<file path="config.mk">
export PLATFORM = sky130hd
export DESIGN_NAME = reorder_buffer
export DESIGN_NICKNAME = d
export VERILOG_FILES = /design/src/rtl/reorder_buffer.sv
export SDC_FILE = /design/constraint.sdc
export NUM_CORES = 1
export LEC_CHECK = 0
export BUFFER_PORTS_ARGS = -buffer_cell sky130_fd_sc_hd__buf_2
export CAP_MARGIN = 25
export CORE_MARGIN = 2
export CORE_UTILIZATION = 60
export DETAILED_ROUTE_END_ITERATION = 7
export PLACE_DENSITY = 0.81
export SLEW_MARGIN = 5
export SYNTH_ARGS = -nofsm -noshare
export SYNTH_HDL_FRONTEND = slang
export SYNTH_SLANG_ARGS = --single-unit
</file>
<file path="constraint.sdc">
create_clock -name clk_in -period 5.8 [get_ports clk_in]
set_input_delay 0.29 -clock clk_in [delete_from_list [all_inputs] [get_ports clk_in]]
set_output_delay 0.29 -clock clk_in [all_outputs]
set_load 0.01 [all_outputs]
</file>
<file path="src/rtl/reorder_buffer.sv">
// Circular in-order reorder buffer: allocates entries at issue, captures CDB
// results, answers operand tag queries and retires entries in program order.
module reorder_buffer #(
    parameter int ROB_WIDTH_BIT = 3
) (
    input  logic                     clk_in,
    input  logic                     rst_in,
    input  logic                     rdy_in,
    input  logic                     issue_valid,
    input  logic [1:0]               issue_type,
    input  logic [4:0]               issue_rd,
    input  logic                     issue_pred_jump,
    input  logic                     issue_ready,
    input  logic [31:0]              issue_val,
    output logic                     full,
    output logic [ROB_WIDTH_BIT-1:0] issue_rob_id,
    output logic [4:0]               set_dep_reg_id,
    output logic [ROB_WIDTH_BIT-1:0] set_dep_rob_id,
    input  logic                     cdb_valid,
    input  logic [ROB_WIDTH_BIT-1:0] cdb_rob_id,
    input  logic [31:0]              cdb_val,
    input  logic                     cdb_jump,
    input  logic [ROB_WIDTH_BIT-1:0] get_rob_id1,
    input  logic [ROB_WIDTH_BIT-1:0] get_rob_id2,
    output logic                     rob_value1_ready,
    output logic                     rob_value2_ready,
    output logic [31:0]              rob_value1,
    output logic [31:0]              rob_value2,
    output logic [4:0]               set_reg_id,
    output logic [31:0]              set_val,
    output logic [ROB_WIDTH_BIT-1:0] set_reg_on_rob_id,
    output logic                     store_commit,
    output logic                     exit_commit,
    output logic                     rob_clear,
    output logic [31:0]              clear_pc
);

    localparam int DEPTH = 1 << ROB_WIDTH_BIT;
    localparam logic [ROB_WIDTH_BIT:0] DEPTH_CNT = (ROB_WIDTH_BIT + 1)'(DEPTH);
    localparam logic [1:0] T_REG    = 2'd0;
    localparam logic [1:0] T_BRANCH = 2'd1;
    localparam logic [1:0] T_STORE  = 2'd2;
    localparam logic [1:0] T_EXIT   = 2'd3;

    logic                     busy_r  [DEPTH];
    logic                     ready_r [DEPTH];
    logic [1:0]               type_r  [DEPTH];
    logic [4:0]               rd_r    [DEPTH];
    logic                     pred_r  [DEPTH];
    logic                     jump_r  [DEPTH];
    logic [31:0]              val_r   [DEPTH];
    logic [ROB_WIDTH_BIT-1:0] head_r;
    logic [ROB_WIDTH_BIT-1:0] tail_r;
    logic [ROB_WIDTH_BIT:0]   count_r;
    logic                     rob_clear_r;
    logic [31:0]              clear_pc_r;
    logic                     exit_r;

    logic issue_acc_s;
    logic commit_s;
    logic mispredict_s;

    // Accept/commit decisions and all combinational outputs
    always_comb begin
        full              = (count_r == DEPTH_CNT);
        issue_acc_s       = issue_valid && !full && !rob_clear_r && rdy_in;
        commit_s          = busy_r[head_r] && ready_r[head_r] && rdy_in && !rob_clear_r;
        mispredict_s      = 1'b0;
        issue_rob_id      = tail_r;
        set_dep_rob_id    = tail_r;
        set_dep_reg_id    = 5'd0;
        set_reg_id        = 5'd0;
        set_val           = 32'd0;
        set_reg_on_rob_id = head_r;
        store_commit      = 1'b0;
        rob_clear         = rob_clear_r;
        clear_pc          = clear_pc_r;
        exit_commit       = exit_r;

        if (issue_acc_s && issue_type == T_REG) begin
            set_dep_reg_id = issue_rd;
        end else begin
            set_dep_reg_id = 5'd0;
        end

        if (commit_s) begin
            case (type_r[head_r])
                T_REG: begin
                    set_reg_id = rd_r[head_r];
                    set_val    = val_r[head_r];
                end
                T_STORE:  store_commit = 1'b1;
                T_BRANCH: mispredict_s = (jump_r[head_r] != pred_r[head_r]);
                default:  store_commit = 1'b0;
            endcase
        end else begin
            set_reg_id = 5'd0;
        end

        // Same-cycle CDB result is forwarded ahead of the stored value
        if (cdb_valid && cdb_rob_id == get_rob_id1) begin
            rob_value1_ready = 1'b1;
            rob_value1       = cdb_val;
        end else begin
            rob_value1_ready = ready_r[get_rob_id1];
            rob_value1       = val_r[get_rob_id1];
        end
        if (cdb_valid && cdb_rob_id == get_rob_id2) begin
            rob_value2_ready = 1'b1;
            rob_value2       = cdb_val;
        end else begin
            rob_value2_ready = ready_r[get_rob_id2];
            rob_value2       = val_r[get_rob_id2];
        end
    end

    // Entry array, pointers, occupancy and registered flush/exit state
    always_ff @(posedge clk_in or negedge rst_in) begin
        if (!rst_in) begin
            for (int i = 0; i < DEPTH; i++) begin
                busy_r[i]  <= 1'b0;
                ready_r[i] <= 1'b0;
                type_r[i]  <= 2'd0;
                rd_r[i]    <= 5'd0;
                pred_r[i]  <= 1'b0;
                jump_r[i]  <= 1'b0;
                val_r[i]   <= 32'd0;
            end
            head_r      <= '0;
            tail_r      <= '0;
            count_r     <= '0;
            rob_clear_r <= 1'b0;
            clear_pc_r  <= 32'd0;
            exit_r      <= 1'b0;
        end else if (rdy_in) begin
            if (rob_clear_r) begin
                for (int i = 0; i < DEPTH; i++) begin
                    busy_r[i]  <= 1'b0;
                    ready_r[i] <= 1'b0;
                end
                head_r      <= '0;
                tail_r      <= '0;
                count_r     <= '0;
                rob_clear_r <= 1'b0;
            end else begin
                if (cdb_valid && busy_r[cdb_rob_id]) begin
                    ready_r[cdb_rob_id] <= 1'b1;
                    val_r[cdb_rob_id]   <= cdb_val;
                    jump_r[cdb_rob_id]  <= cdb_jump;
                end
                if (issue_acc_s) begin
                    busy_r[tail_r]  <= 1'b1;
                    ready_r[tail_r] <= issue_ready;
                    type_r[tail_r]  <= issue_type;
                    rd_r[tail_r]    <= issue_rd;
                    pred_r[tail_r]  <= issue_pred_jump;
                    jump_r[tail_r]  <= issue_pred_jump;
                    val_r[tail_r]   <= issue_val;
                    tail_r          <= tail_r + ROB_WIDTH_BIT'(1);
                end
                // Freeing the head never collides with the issue slot: head==tail only when empty or full
                if (commit_s) begin
                    busy_r[head_r]  <= 1'b0;
                    ready_r[head_r] <= 1'b0;
                    head_r          <= head_r + ROB_WIDTH_BIT'(1);
                    if (type_r[head_r] == T_EXIT) begin
                        exit_r <= 1'b1;
                    end
                    if (mispredict_s) begin
                        rob_clear_r <= 1'b1;
                        clear_pc_r  <= val_r[head_r];
                    end
                end
                case ({issue_acc_s, commit_s})
                    2'b10:   count_r <= count_r + (ROB_WIDTH_BIT + 1)'(1);
                    2'b01:   count_r <= count_r - (ROB_WIDTH_BIT + 1)'(1);
                    default: count_r <= count_r;
                endcase
            end
        end
    end

endmodule

</file>
==> impl_results.md <==
- Outcome: finished, final reports clean
- GRT Util Overall: 41.3%
- Die span in y: between 200 and 250 microns
- CTS H-tree lvls: 2
- Mapped Cells: ~2700
- Largest family of logic cells by synthesized area: multiplexers
- Distinct cells, synth: between 60 and 70
- Initial Utilization: 60.8%
- Async S/R FF share, synth: between 90% and 100%
- Initial antenna violation count: 5
- Tot Pwr: about 13 mW
- Via count: between 20000 and 25000
- Synth Area per Inst: just over 9 sq um
- Data required, critical path: between 5 and 6 ns
- Kind of cell with the highest combined delay on the critical path: buffers and inverters
- Maximum number of pins on one net before global-route repair: ~270
- IO Count: 241
- GR Util met2: around 60%
- I/O Buffers: 240
- Cell mode on critical path: buf_4
- Gpl congestion: a little over 0.9
- Clk slew on worst S/H paths: about 0.06 ns
- Core box area: 40700 sq um
- Synth warn: 0
- Cell row count: 74
- CP Capture Type: output pin
- Die W: 207 microns
- Clock Path Buffers: 3
- Clock period minus worst slack: roughly 5 ns
- Hold Path Class: input pin to flip-flop
- Post-Synthesis Cell Area: 24800 sq um
- ANT nets after route: 0
- Routed len/inst: about 28 microns
- Gr busiest metal: met2
- Root buffer cell: clkbuf_16
- Dominant cells by area after synthesis: dfrtp_1, mux4_2, a21oi_1
- Final hold viol count: 0
- Routed vias/inst: between 7 and 8
- Slowest-stage cell, CP: dfrtp_4
- DP HPWL: just over 50000 microns
- RSZ-0062 raised after global routing: false
- Syn nets: between 2000 and 3000
- Top cell type by total area after synthesis: dfrtp_1
- DRT Pass-1 Iters: 8
- Global-route wire length before repair: around 140000 microns
- Cts repair resizes: 0
- Startpoint types: flip-flop
- Congestion Overflow GR: 0
- Top cell type's share of synthesized area: 39.2%
- CTS tree: done
- GRT met3 Usage: 13.4%
- Clock buffer count from CTS: 44
- Pwr/cell area: 472 nW/um^2
- Worst-path fanout max: 39
- Synth Area in XOR/XNOR: 0.354%
- WP buf/inv: 3
- CP peak stage delay: 0.90 ns
- Final worst-path cycle share: between 80% and 90%
- Share of layout cells above drive strength 1: 21.0%
- TNS Setup: 0 ns
- Number of global-route vias before repair: between 20000 and 25000
- DRC violations left: 0
- GR Util met1: 53.5%
- Die area: around 43000 sq um
- Post-synth EDFFs: 0
- Maximum clock rate: roughly 0.20 GHz
- # setup viols final: 0
- Critical-path cell list: buf_4 > mux2i_1 > o32ai_1 > a311oi_2 > o2111ai_2 > nor2_2 > buf_4 > and2_1 > buf_2
- Clock Skew: 0.0164 ns
- Main synth FF type: dfrtp_1
- Nets@finish: between 2000 and 3000
- Mux contribution to synthesized area: around 22%
- Max-slew violations: 0
- CP Class: flip-flop to output pin
- Synth Area in Compound Gates: between 10% and 20%
- Yosys reg bits: between 300 and 400
- Hold_buf cts: 1
- Worst Path Arrival: 4.78 ns
- CTS sink count: around 390
- Setup bufs post-CTS: 0
- Max cap viols: 0
- Total wire length: around 91000 microns
- Post-Synth Adder-Cell Area: less than 1%
- Worst IR drop on VDD: about 230 uV
- Sequential fraction of the synthesis area: between 30% and 40%
- Layout area overhead: 10.2%
- DR iter-0 viols: about 4400
- Slew headroom: roughly 17%
- Slew @ Worst Pin: around 1.3 ns
- Leakage: roughly 12 nW
- Synth Area in Simple Gates: between 10% and 20%
- Clock Latency Late Sink: about 0.6 ns
- Post-layout util: between 60% and 70%
==> power breakdown <==
group          total (mW)  internal [mW]  leakage, nW  switching [mW]
Combinational        4.93           2.38         7.18            2.55
Sequential           5.17           3.92         4.63            1.24
Clock                2.79           1.61        0.689            1.18
Total                12.9           7.91         12.5            4.97
==> logic make-up after synthesis <==
group | after synthesis
adder cells (fa/ha/maj) | 4
AO/OA/AOI/OAI | 803
multiplexers | 364
XOR/XNOR | 10
flip-flops | 388
buffers and inverters | 334
AND/OR/NAND/NOR | 755
==> synthesized netlist by cell type, drive strengths merged, types with 5 or more instances <==
cell type / instances
nor2: 414
a21oi: 412
dfrtp: 388
o22ai: 235
nand2: 211
mux2i: 177
clkbuf: 168
buf: 153
mux4: 148
o21ai: 81
and2: 40
mux2: 39
or3: 35
o22a: 23
inv: 12
nand3: 10
o221ai: 10
xnor2: 10
nand2b: 8
nor2b: 8
nor3: 6
a22o: 5
o31ai: 5
==> state kept, by name (all words and copies together), names as in the netlist, 8 cells and up <==
name,cells
jump_r,8
pred_r,8
type_r,16
busy_r,8
clear_pc,32
val_r,256
ready_r,8
rd_r,40
==> layout by cell type (no fill, tap or decap), drive strengths merged, types with 5 or more instances in the layout <==
cell / netlist / layout
nor2b: 8 / 8
or3: 35 / 35
buf: 153 / 300
nand2b: 8 / 8
inv: 12 / 12
a22o: 5 / 5
nand3: 10 / 10
o22ai: 235 / 235
clkbuf: 168 / 67
mux2: 39 / 39
mux4: 148 / 148
a21oi: 412 / 412
nand2: 211 / 211
nor2: 414 / 414
o221ai: 10 / 10
nor3: 6 / 6
dfrtp: 388 / 388
mux2i: 177 / 177
o21ai: 81 / 81
o31ai: 5 / 5
clkinv: 1 / 7
and2: 40 / 40
diode: 0 / 5
o22a: 23 / 23
xnor2: 10 / 10
==> worst register-to-register path, stage by stage, from the launching register on <==
cell and delay (ns):
dfrtp_4 0.75, nor2_1 0.74, buf_4 0.33, nand2_1 0.09, o21ai_1 0.26, o21ai_2 0.08, buf_4 0.20, or2_2 0.33
nor2_1 0.21, ha_1 0.33, a31oi_1 0.24, nor2_1 0.06, a21oi_1 0.14, nor2_1 0.05, mux2i_1 0.18, nor3_1 0.07
a221o_1 0.26
==> metal layers <==
layer,vias up,part of all wire [%],routed length [microns]
met5,-,0.088,80
met1,11400,34,30800
met2,2411,44,39500
met3,570,16,14100
met4,4,6.9,6270
li1,9703,-,-
==> per-stage QoR <==
step           instance area, sq um  setup WS [ns]  hold slack (ns)  cells
6_report                      27300          0.729           0.0117   3250
5_1_grt                       27300          0.639           0.0262   3249
4_1_cts                       27200          0.868           0.0124   3240
3_5_place_dp                  25800           1.48            0.333   3165
3_3_place_gp                  25700           1.60            0.319   3163
2_1_floorplan                 24800           2.67         -0.00559   2658
==> layout make-up <==
cell class	instances	area, sq um
Timing Repair Buffer	302	1820
Sequential cell	388	9720
Multi-Input combinational cell	1936	13600
Antenna cell	5	12.5
Clock inverter	8	67.6
Clock buffer	66	1330
Tap cell	532	666
Inverter	13	48.8
Fill cell	3121	13400
==> worst paths after layout <==
check	startpoint	end	cells after the start	slack (ns)
worst max-delay path	set_reg_on_rob_id[0]	set_val[24]	9	0.73
worst min-delay path	issue_type[0]	type_r[10]	3	0.01
worst max register to register	set_reg_on_rob_id[0]	count_r[3]	16	1.37
worst min register to register	rd_r[7]	rd_r[7]	2	0.47
max in group asynchronous	rst_in	set_reg_on_rob_id[0]	3	4.10
min in group asynchronous	rst_in	clear_pc[8]	2	0.29
Power figures use the tool's default switching activity.
